$ cat config.mk
export PLATFORM = sky130hd
export DESIGN_NAME = key_decoder
export DESIGN_NICKNAME = d
export VERILOG_FILES = /design/src/rtl/key_decoder.sv
export SDC_FILE = /design/constraint.sdc
export NUM_CORES = 1
export LEC_CHECK = 0
export CORE_ASPECT_RATIO = 0.75
export CORE_UTILIZATION = 60
export DETAILED_ROUTE_END_ITERATION = 16
export GPL_TIMING_DRIVEN = 0
export PLACE_DENSITY = 0.92
export SYNTH_ARGS = -nofsm -noshare
export SYNTH_HDL_FRONTEND = slang
export SYNTH_SLANG_ARGS = --single-unit
$ cat constraint.sdc
create_clock -name pclk -period 5 [get_ports pclk]
set_input_delay 1 -clock pclk [delete_from_list [all_inputs] [get_ports pclk]]
set_output_delay 1 -clock pclk [all_outputs]
set_load 0.01 [all_outputs]
$ cat src/rtl/key_decoder.sv
// ---------------------------------------------------------------------------
// key_decoder
//
// PS/2 keyboard receiver and arrow-key state tracker.
//
// The raw PS/2 clock and data lines are synchronised into the pclk domain.
// Bits are sampled on each falling ps2 clock edge and framed as start(0),
// d0..d7 LSB first, odd parity, stop(1). Good bytes are presented on
// scan_code with a one-cycle scan_valid pulse. Bad parity, a bad stop bit or
// a stalled frame gives a one-cycle frame_err pulse instead. A small prefix
// FSM (E0 / F0 / E0 F0) turns the byte stream into make/break events for
// the four arrow keys, held on the key vector.
//
// Optional feature (compile-time macro KEY_WASD_EN): the plain codes for
// W, S, A and D drive the same four key bits as up, down, left and right.
// Arrow and WASD holds are tracked separately and ORed together. Without
// the macro, plain codes never touch key.
//
// Parameters:
//   TIMEOUT_CYC  max pclk cycles between ps2 falling edges inside a frame
//
// Ports:
//   pclk        in   system clock, rising edge
//   rst_n       in   asynchronous active-low reset
//   ps2_clk     in   raw PS/2 clock (asynchronous)
//   ps2_data    in   raw PS/2 data  (asynchronous)
//   key         out  [3:0] held keys: 0 up, 1 down, 2 left, 3 right
//   scan_code   out  [7:0] last correctly received byte
//   scan_valid  out  one-cycle pulse when scan_code updates
//   frame_err   out  one-cycle pulse on parity, stop-bit or timeout error
// ---------------------------------------------------------------------------
module key_decoder #(
    parameter int TIMEOUT_CYC = 65000
) (
    input  logic       pclk,
    input  logic       rst_n,
    input  logic       ps2_clk,
    input  logic       ps2_data,
    output logic [3:0] key,
    output logic [7:0] scan_code,
    output logic       scan_valid,
    output logic       frame_err
);

    localparam int TO_W = $clog2(TIMEOUT_CYC + 1) + 1;
    localparam logic [TO_W-1:0] TO_LIM = TO_W'(TIMEOUT_CYC);

    localparam logic [7:0] CODE_EXT = 8'hE0;
    localparam logic [7:0] CODE_BRK = 8'hF0;

    typedef enum logic { RX_IDLE, RX_BUSY } rx_state_t;
    typedef enum logic [1:0] { D_IDLE, D_EXT, D_BRK, D_EXT_BRK } dec_state_t;

    // Bit counter saturates at 11 (start + 8 data + parity + stop).
    function automatic logic [3:0] bit_inc(input logic [3:0] c);
        return (c == 4'd11) ? c : c + 4'd1;
    endfunction

    // Apply a make (set) or break (clear) for an extended arrow code.
    function automatic logic [3:0] arrow_apply(input logic [3:0] cur,
                                               input logic [7:0] code,
                                               input logic       make);
        logic [3:0] r;
        r = cur;
        case (code)
            8'h75:   r[0] = make;
            8'h72:   r[1] = make;
            8'h6B:   r[2] = make;
            8'h74:   r[3] = make;
            default: r = cur;
        endcase
        return r;
    endfunction

    // ---- stage p0..p2: two-flop synchronisers plus previous ps2 clock ----
    logic ps2_clk_p0, ps2_clk_p1, ps2_clk_p2;
    logic ps2_data_p0, ps2_data_p1;
    logic fall_p1;

    always_ff @(posedge pclk or negedge rst_n) begin
        if (!rst_n) begin
            ps2_clk_p0  <= 1'b1;
            ps2_clk_p1  <= 1'b1;
            ps2_clk_p2  <= 1'b1;
            ps2_data_p0 <= 1'b1;
            ps2_data_p1 <= 1'b1;
        end else begin
            ps2_clk_p0  <= ps2_clk;
            ps2_clk_p1  <= ps2_clk_p0;
            ps2_clk_p2  <= ps2_clk_p1;
            ps2_data_p0 <= ps2_data;
            ps2_data_p1 <= ps2_data_p0;
        end
    end

    assign fall_p1 = ps2_clk_p2 & ~ps2_clk_p1;

    // ---- receiver: frame assembly, checking and timeout ----
    rx_state_t       rx_state;
    logic [3:0]      bit_cnt;
    logic [TO_W-1:0] to_cnt;
    logic [7:0]      shreg;
    logic            par_bit;

    // Payload shift register and parity carry no control meaning, so they
    // are left out of reset.
    always_ff @(posedge pclk) begin
        if (rx_state == RX_BUSY && fall_p1) begin
            if (bit_cnt < 4'd9)
                shreg <= {ps2_data_p1, shreg[7:1]};
            else if (bit_cnt == 4'd9)
                par_bit <= ps2_data_p1;
        end
    end

    always_ff @(posedge pclk or negedge rst_n) begin
        if (!rst_n) begin
            rx_state   <= RX_IDLE;
            bit_cnt    <= 4'd0;
            to_cnt     <= '0;
            scan_code  <= 8'h00;
            scan_valid <= 1'b0;
            frame_err  <= 1'b0;
        end else begin
            scan_valid <= 1'b0;
            frame_err  <= 1'b0;
            case (rx_state)
                RX_IDLE: begin
                    to_cnt  <= '0;
                    bit_cnt <= 4'd0;
                    // A start bit sampled high is noise; stay idle silently.
                    if (fall_p1 && !ps2_data_p1) begin
                        rx_state <= RX_BUSY;
                        bit_cnt  <= 4'd1;
                    end
                end
                RX_BUSY: begin
                    if (fall_p1) begin
                        to_cnt  <= '0;
                        bit_cnt <= bit_inc(bit_cnt);
                        if (bit_cnt == 4'd10) begin
                            // Stop bit: data plus parity must hold an odd
                            // number of ones and stop must be high.
                            rx_state <= RX_IDLE;
                            bit_cnt  <= 4'd0;
                            if (ps2_data_p1 && (^{shreg, par_bit})) begin
                                scan_code  <= shreg;
                                scan_valid <= 1'b1;
                            end else begin
                                frame_err <= 1'b1;
                            end
                        end
                    end else if (to_cnt >= TO_LIM) begin
                        rx_state  <= RX_IDLE;
                        bit_cnt   <= 4'd0;
                        to_cnt    <= '0;
                        frame_err <= 1'b1;
                    end else begin
                        to_cnt <= to_cnt + TO_W'(1);
                    end
                end
                default: rx_state <= RX_IDLE;
            endcase
        end
    end

    // ---- decoder: prefix FSM and arrow-key holds ----
    dec_state_t dec_state;
    logic [3:0] key_arrow;

    always_ff @(posedge pclk or negedge rst_n) begin
        if (!rst_n) begin
            dec_state <= D_IDLE;
            key_arrow <= 4'b0000;
        end else if (frame_err) begin
            dec_state <= D_IDLE;
        end else if (scan_valid) begin
            case (dec_state)
                D_IDLE: begin
                    if (scan_code == CODE_EXT)
                        dec_state <= D_EXT;
                    else if (scan_code == CODE_BRK)
                        dec_state <= D_BRK;
                    else
                        dec_state <= D_IDLE;
                end
                D_EXT: begin
                    if (scan_code == CODE_BRK) begin
                        dec_state <= D_EXT_BRK;
                    end else begin
                        key_arrow <= arrow_apply(key_arrow, scan_code, 1'b1);
                        dec_state <= D_IDLE;
                    end
                end
                D_EXT_BRK: begin
                    key_arrow <= arrow_apply(key_arrow, scan_code, 1'b0);
                    dec_state <= D_IDLE;
                end
                D_BRK:   dec_state <= D_IDLE;
                default: dec_state <= D_IDLE;
            endcase
        end
    end

`ifdef KEY_WASD_EN
    // Plain make arrives in IDLE (any byte but the two prefixes); plain
    // break arrives in BRK. Both use the same state the arrow FSM reads.
    logic [3:0] key_wasd;
    logic       plain_make, plain_brk;

    function automatic logic [3:0] wasd_apply(input logic [3:0] cur,
                                              input logic [7:0] code,
                                              input logic       make);
        logic [3:0] r;
        r = cur;
        case (code)
            8'h1D:   r[0] = make;
            8'h1B:   r[1] = make;
            8'h1C:   r[2] = make;
            8'h23:   r[3] = make;
            default: r = cur;
        endcase
        return r;
    endfunction

    assign plain_make = scan_valid && (dec_state == D_IDLE) &&
                        (scan_code != CODE_EXT) && (scan_code != CODE_BRK);
    assign plain_brk  = scan_valid && (dec_state == D_BRK);

    always_ff @(posedge pclk or negedge rst_n) begin
        if (!rst_n)
            key_wasd <= 4'b0000;
        else if (plain_make)
            key_wasd <= wasd_apply(key_wasd, scan_code, 1'b1);
        else if (plain_brk)
            key_wasd <= wasd_apply(key_wasd, scan_code, 1'b0);
    end

    assign key = key_arrow | key_wasd;
`else
    assign key = key_arrow;
`endif

endmodule

======== Word-level counts from Yosys, hierarchy flattened ========
Index checks and enable logic that the tools add are counted.
cells by class
  $add $sub $neg .......................... 2
  magnitude comparators ................... 2
  equality and inequality tests ........... 23
  multiplexer cells ....................... 39
  bitwise logic cells ..................... 5
  reductions and logical operators ........ 17
operators with widths
  kind                                                                      number
  17-bit 2-to-1 mux                                                         2
  17-bit case mux with 2 select lines                                       1
  8-bit by 7-bit == test with 1-bit output (second input constant)          4
  6-bit AND reduction                                                       4
  1-bit 2-to-1 mux                                                          22
  4-bit 2-to-1 mux                                                          5
  17-bit by 1-bit adder with 17-bit output (second input constant)          1
  17-bit by 16-bit >= comparator with 1-bit output (second input constant)  1
  8-bit == test (second input constant)                                     2
  4-bit case mux with 2 select lines                                        2
  4-bit == test (second input constant)                                     3
  2-bit != test (second input constant)                                     6
  2-bit 2-to-1 mux                                                          5
  9-bit parity                                                              1
  2-bit by 1-bit != test with 1-bit output (second input constant)          3
  2-bit case mux with 3 select lines                                        1
  4-bit by 1-bit adder with 4-bit output (second input constant)            1
  2-bit == test (second input constant)                                     2
  4-bit less-than comparator (second input constant)                        1
  4-bit by 3-bit != test with 1-bit output (second input constant)          1
  1-bit inverter                                                            4
  2-bit AND reduction                                                       2
  4-bit AND reduction                                                       1
  2-bit nonzero test                                                        2
  9 further kinds                                                           11
word-level totals
  bits in registers ....................... 52
  input bits .............................. 4
  output and inout port bits .............. 14

======== Depth between registers and ports, before layout ========
Gate-level depths: netlist of the first run.
  word-level depth ........................ 6
  depth in mapped cells ................... 6
  gate-level depth less buffers ........... 5

======== Least setup slack after synthesis of the first run ========
OpenSTA, ideal clock, no wires.
  path type ............................... register -> register
  from .................................... register shreg[1]
  to ...................................... register scan_code[0]
  data arrival time ....................... 1,683 ps
  setup slack ............................. 3,192 ps
  stages on the path, launching flop included .. 5
  path through ............................ edfxtp_1 xor2_1 xnor3_2 mux2i_4 mux2_2
between the ends
  cells in the longest elaborated chain, start to end .. 3
RTL lines
  item                                  line  RTL
  from (decl)                           102   logic [7:0] shreg;
  from (signal assigned)                110   shreg <= {ps2_data_p1, shreg[7:1]};
  9-bit parity                          146   if (ps2_data_p1 && (^{shreg, par_bit})) begin
  1-bit logical AND                     146
  4-bit AND reduction (no source line)  n/a
  to (signal assigned)                  147   scan_code <= shreg;
  to (decl)                             40    output logic [7:0] scan_code,
No other way between the ends.
A chain may end at the register's enable or synchronous reset.

======== Final worst setup path of the first run ========
  from .................................... register scan_code[0]
  to ...................................... output port scan_code[0]
No word-level cell between the ends.

==> flow_metrics.tcl, run 1 <==
set metrics [dict create \
    synth.cell_area_um2 2394 \
    die_w_um 74.93 \
    peakVddDrop_mv 0.2575 \
    initial_utilization_pct 64.13 \
    netlist_top_cells_area "dfrtp_1, edfxtp_1, mux2_2" \
    hold_depth 0 \
    synth_top_area_share_pct 39.73 \
    status "complete, no violations" \
    diodes 0 \
    crit_path_end_kind "output pin" \
    worstRegToRegCells 3 \
    min_to "ps2_clk_p1" \
    viasPerCell 5.835 \
    multiInputGateArea_um2 993.5 \
    yosysMostFrequentCell "dfrtp_1" \
    dp_hpwl_um 3003 \
    placed_cells 276 \
    core_area_um2 3732 \
    rows 19 \
    htree_num_levels 2 \
    rrSetupSlack_ps 2980 \
    maxCapViolCount 0 \
    critPathTopFamily "buffers and inverters" \
    ys_seq_area_share_pct 56.51 \
    ff_latch_area_um2 1353 \
    ant_nets 0 \
    worst_ep_required_time_ps 4000 \
    whs_ps 360.5 \
    fin_crit_ps 2378 \
    hold_path.class "register to register" \
    grt_use_total_pct 24.18 \
    place_area_um2 2644 \
    cts_tree "done" \
    slew_violations 0 \
    hold_viol 0 \
    syn-num-nets 212 \
    syn_area_per_cell_um2 11.62 \
    gp_congestion 0.8624 \
    synthCells 206 \
    r2r-end "shreg[7]" \
    hp-start "ps2_clk_p0" \
    power_density_nw_per_um2 265.1 \
    worst_setup_path_start_kind "register" \
    grt_pass1_wl_um 7624 \
    cts-root-buf "clkbuf_8" \
    vias 1657 \
    async_flop_share_pct 82.69 \
    fin_skew_ps 13.56 \
    r2r_start "ps2_clk_p2" \
    max_slew_margin_pct 48.46 \
    finalWirelength_um 4448 \
    crit_buf_inv 1 \
    grt_max_degree 41 \
    finalNonFillerCells 284 \
    ys_top_cells_by_count "dfrtp_1, nor2_1, nand2_1, mux2_2, inv_1" \
    ys_seq_elements 52 \
    max_stage_delay_ps 580 \
    post-route-util_pct 73.25 \
    area_delta_synth_final_pct 14.22 \
    path_max_fanout 7 \
    drc 0 \
    cts_hold_buf 0 \
    crit_arrival_ps 1380 \
    rsz0062_at_grt "false" \
    crit_slowest_cell "clkdlybuf4s50_1" \
    numClockSinks 52 \
    antenna_found_initial 0 \
    ios 18 \
    cts_made_buffers 5 \
    ctsResizeCount 0 \
    synth_enable_flop_cells 9 \
    overflow 0 \
    post_route_cells_drive_above_1_share_pct 14.66 \
    nNetsFinal 237 \
    crit_type "register to output pin" \
    die_h_um 56.70 \
    finalCritPeriodShare_pct 47.55 \
    p_leak_uw 0.001107 \
    io_buffers 17 \
    drt_iter0_drc 121 \
    finalInstanceArea_um2 2734 \
    crit_chain "clkdlybuf4s50_1" \
    fmax_mhz 420.6 \
    cts_setup_buffers 0 \
    dieArea_um2 4249 \
    clockBufferDepth 2 \
    synth_area_leader_cell "dfrtp_1" \
    synth_warnings 0 \
    grt_pass1_vias 1626 \
    worstMarginPinSlew_ps 773.0 \
    nFillCells 244 \
    clock_latency_ps 310 \
    routedWlPerCell_um 15.66 \
    synthFlopType "dfrtp_1" \
    fin_setup_tns_ps 0 \
    synth_cell_types 43 \
    setup_violations 0 \
    drtPass1Iterations 4 \
    path_clk_slew_ps 100 \
]
[placed cells by master (no fill, tap or decap), types with 5 or more instances in the layout]
cell type,synthesis,routed
edfxtp_1,9,9
nand4_1,7,7
dfstp_2,5,5
mux2_2,12,12
inv_1,10,10
nand2b_1,5,5
xor2_1,7,7
dfrtp_1,38,38
clkbuf_8,0,5
nand2_1,16,16
a21oi_1,8,8
xnor2_1,8,8
nor2_1,20,20
clkdlybuf4s50_1,0,16
nand3_1,7,7
[registers in the layout, indices dropped and copies added (netlist names)]
signal	count
ps2_data_p0	1
shreg	8
scan_valid	1
key	4
dec_state	2
ps2_data_p1	1
ps2_clk_p0	1
ps2_clk_p2	1
par_bit	1
rx_state	1
scan_code	8
frame_err	1
bit_cnt	4
ps2_clk_p1	1
to_cnt	17
[layer usage]
layer  part of all wire (%)  global-route usage (%)  vias to the layer above
met1                     46                   33.82                      809
li1                       -                       -                      787
met5                      0                       0                        -
met2                     48                   36.94                       53
met3                    4.5                   5.206                        8
met4                    1.7                   9.164                        0
[power by group]
part / total, uW / switching, uW / internal, uW
Clock: 241 / 141 / 99.6
Combinational: 36.9 / 21.3 / 15.6
Sequential: 447 / 7.69 / 439
Total: 725 / 170 / 554
[layout make-up]
type | count | share of cell area [%]
clock inverter | 3 | 0.7780
buffer | 2 | 0.3661
timing repair buffer | 18 | 6.773
sequential | 52 | 49.47
clock buffer | 5 | 2.517
multi-input combinational | 142 | 36.34
tap | 52 | 2.380
inverter | 10 | 1.373
[per-stage QoR]
step / setup WS (ps) / power, uW
6_report: 2622 / 724.6
4_1_cts: 2623 / 727.2
3_5_place_dp: 2969 / 492.5
2_1_floorplan: 3192 / 474.5
3_3_place_gp: 1846 / 489.7
5_1_grt: 2556 / 748.9
[cell families after synthesis]
family,count (synthesis),synth area share [%]
buf+inv,12,1.987
simple gates,83,19.18
mux,15,7.423
other cells,1,0.1567
flops,52,56.51
compound gates,24,6.274
xor+xnor,17,7.423
fa+ha+maj,2,1.045
[how the worst max path moves through the flow]
| stage | startpoint | to | slack (ps) | cells past startpoint |
|---|---|---|---|---|
| detailed placement | scan_code[5] | scan_code[5] | 2970 | 1 |
| global placement | rst_n | to_cnt[2] | 1850 | 1 |
| global route | scan_code[0] | scan_code[0] | 2560 | 1 |
| floorplan | shreg[1] | scan_code[0] | 3190 | 4 |
| finish | scan_code[0] | scan_code[0] | 2620 | 1 |
| CTS | scan_code[5] | scan_code[5] | 2620 | 1 |
(Power assumes the default switching activity.)
==> run 2: changes to the inputs <==
CORE_UTILIZATION = 52   (was 60)
PLACE_DENSITY = 0.86   (was 0.92)
clock period = 1.92 ns   (was 5 ns; I/O delays follow)
==> run 2 against run 1 <==
  * The run now ends with negative setup slack left
  * Non-clock buffer count increased by 7
  * Sequential power increased to 2.6 times the previous value
  * Critical path depth increased by 4
  * Combinational power increased to 2.9 times the previous value
  * Clock skew about the same
  * Sequential cell count unchanged
  * Largest cell class unchanged
  * Largest power group unchanged
==> flow_metrics.tcl, run 2 (same netlist as run 1, synthesis figures left out) <==
set metrics [dict create \
    power_density_nw_per_um2 711.0 \
    post_route_cells_drive_above_1_share_pct 17.57 \
    critPathTopFamily "XOR/XNOR gates" \
    hold_path.class "register to register" \
    drt_iter0_drc 128 \
    ant_nets 0 \
    ff_latch_area_um2 1353 \
    startpoint "shreg[6]" \
    r2r_start "shreg[6]" \
    numClockSinks 52 \
    crit_path_end "scan_code[2]" \
    p_int_uw 1578 \
    gr-usage-met3_pct 4.511 \
    finalNonFillerCells 294 \
    crit_arrival_ps 2110 \
    finalInstanceArea_um2 2838 \
    crit_path_end_kind "register" \
    crit_chain "xnor2_1, xnor3_2, mux2i_4, buf_12, mux2_2" \
    io_buffers 17 \
    finalCritPeriodShare_pct 100.2 \
    ios 18 \
    top_regs "to_cnt: 17 flops, scan_code: 8 flops, shreg: 8 flops" \
    worst_ep_required_time_ps 2110 \
    rsz0062_at_grt "true" \
    fin_crit_ps 1924 \
    p_leak_uw 0.001158 \
    maxCapViolCount 0 \
    place_area_um2 2648 \
    hold_depth 0 \
    die_h_um 60.76 \
    path_max_fanout 8 \
    max_stage_delay_ps 490 \
    fmax_mhz 519.7 \
    setup_ws_ps -4.037 \
    crit_type "register to register" \
    grt_pass1_vias 1494 \
    diodes 0 \
    slew_violations 0 \
    post-route-util_pct 67.10 \
    grt_use_met1_pct 29.56 \
    worstRegToRegCells 5 \
    worst_setup_path_start_kind "register" \
    failed_checks "negative setup slack" \
    area_delta_synth_final_pct 18.56 \
    viasPerCell 5.721 \
    crit_buf_inv 1 \
    cts-root-buf "clkbuf_8" \
    power.switching_uw 439.5 \
    drc 0 \
    path_clk_slew_ps 90 \
    multiInputGateArea_um2 1005 \
    nFillCells 309 \
    initial_utilization_pct 56.60 \
    htree_num_levels 2 \
    layout_commonest_cell "dfrtp_1" \
    rrSetupSlack_ps -4 \
    grt_util_met2_pct 30.02 \
    swShare_pct 21.78 \
    path_depth 5 \
    cts_tree "done" \
    seqPwrFrac_pct 57.7 \
    peakVddDrop_mv 0.6037 \
    fin_skew_ps 13.93 \
    vias 1682 \
    dieArea_um2 4881 \
    overflow 0 \
    nNetsFinal 244 \
    largest-register "to_cnt" \
    setup_violations 1 \
    grt_use_total_pct 20.06 \
    crit_slowest_cell "xnor3_2" \
    routedWlPerCell_um 14.81 \
    dp_hpwl_um 2954 \
    r2r-end "scan_code[2]" \
    cts_made_buffers 5 \
    die_w_um 80.34 \
    core_area_um2 4229 \
    hold_viol 0 \
    placed_cells 279 \
    comb_power_share_pct 5.3 \
    grt_max_degree 42 \
    antenna_found_initial 0 \
    rows 20 \
    layout_common_cells "dfrtp_1, nor2_1, nand2_1, clkdlybuf4s50_1, mux2_2" \
    largest_register_ffs 17 \
    grt_pass1_wl_um 7196 \
    status "complete, but fails checks" \
    clock_latency_ps 310 \
    top_usage_layer "met2" \
    power.share.clock_pct 37.0 \
    gp_congestion 0.8550 \
    finalWirelength_um 4353 \
    drtPass1Iterations 4 \
    clockBufferDepth 2 \
]
[run 2: changes by cell type in the layout (fill, tap and decap cells not counted), sizes merged]
| cell | previous run | this run |
|---|---|---|
| bufinv | 0 | 1 |
| inv | 11 | 10 |
| dlygate4sd3 | 0 | 1 |
| buf | 4 | 10 |
[run 2: worst min path at each step]
stage,start,endpoint,slack (ps)
after CTS,ps2_data_p0,ps2_data_p1,360
after global placement,ps2_data_p0,ps2_data_p1,350
final,ps2_clk_p0,ps2_clk_p1,360
after detailed placement,rst_n,scan_code[3],190
after floorplan,rst_n,bit_cnt[0],90
after global routing,ps2_clk_p0,ps2_clk_p1,370
[run 2: final cells by class]
class | instances | area share [%]
buffer | 2 | 0.3527
clock inverter | 3 | 1.499
inverter | 10 | 1.323
clock buffer | 5 | 2.425
tap | 55 | 2.425
multi-input combinational | 142 | 35.41
timing repair buffer | 25 | 8.907
sequential | 52 | 47.66
[run 2: layer usage]
| layer | routed length [um] | up-vias |
|---|---|---|
| li1 | - | 796 |
| met1 | 2181 | 830 |
| met2 | 1949 | 54 |
| met3 | 195 | 2 |
| met4 | 26 | 0 |
| met5 | 0 | - |
[run 2: what timing repair did]
item,CTS,global route
endpoints found under the hold margin,2,0
pin swaps,1,1
cloned,0,0
resized for setup,1,2
setup endpoints to repair,16,17
setup buffers,5,1
hold buffers,1,0
[run 2: stage by stage]
stage | total power (uW) | setup slack [ps] | TNS [ps] | hold slack [ps]
after floorplan | 1236 | 111.9 | 0 | 88.41
after global placement | 1275 | -633.7 | -25520 | 345.5
after detailed placement | 1284 | -81.76 | -800.3 | 194.2
after CTS | 2030 | 25.69 | 0 | 360.2
after global routing | 2088 | -32.66 | -187.0 | 368.0
final | 2018 | -4.037 | -4.037 | 360.0
[run 2: worst reg2reg max path: cells and delay by family, from the launching register on]
family | cells | cell delay [ps]
mux | 2 | 540
buf+inv | 1 | 150
flops | 1 | 450
xor+xnor | 2 | 690
[run 2: power by group through the flow]
stage	sequential [uW]	combinational (uW)	clock [uW]
global placement	1180	90.7	0
finish	1160	106	747
global route	1170	118	802
CTS	1160	107	759
floorplan	1180	54.8	0
detailed placement	1190	98.0	0
==> run 3: changes to the inputs <==
HOLD_SLACK_MARGIN = 0.02   (was unset)
==> results of run 3 <==
Final layout, timing and power as in run 2 (identical DEF).
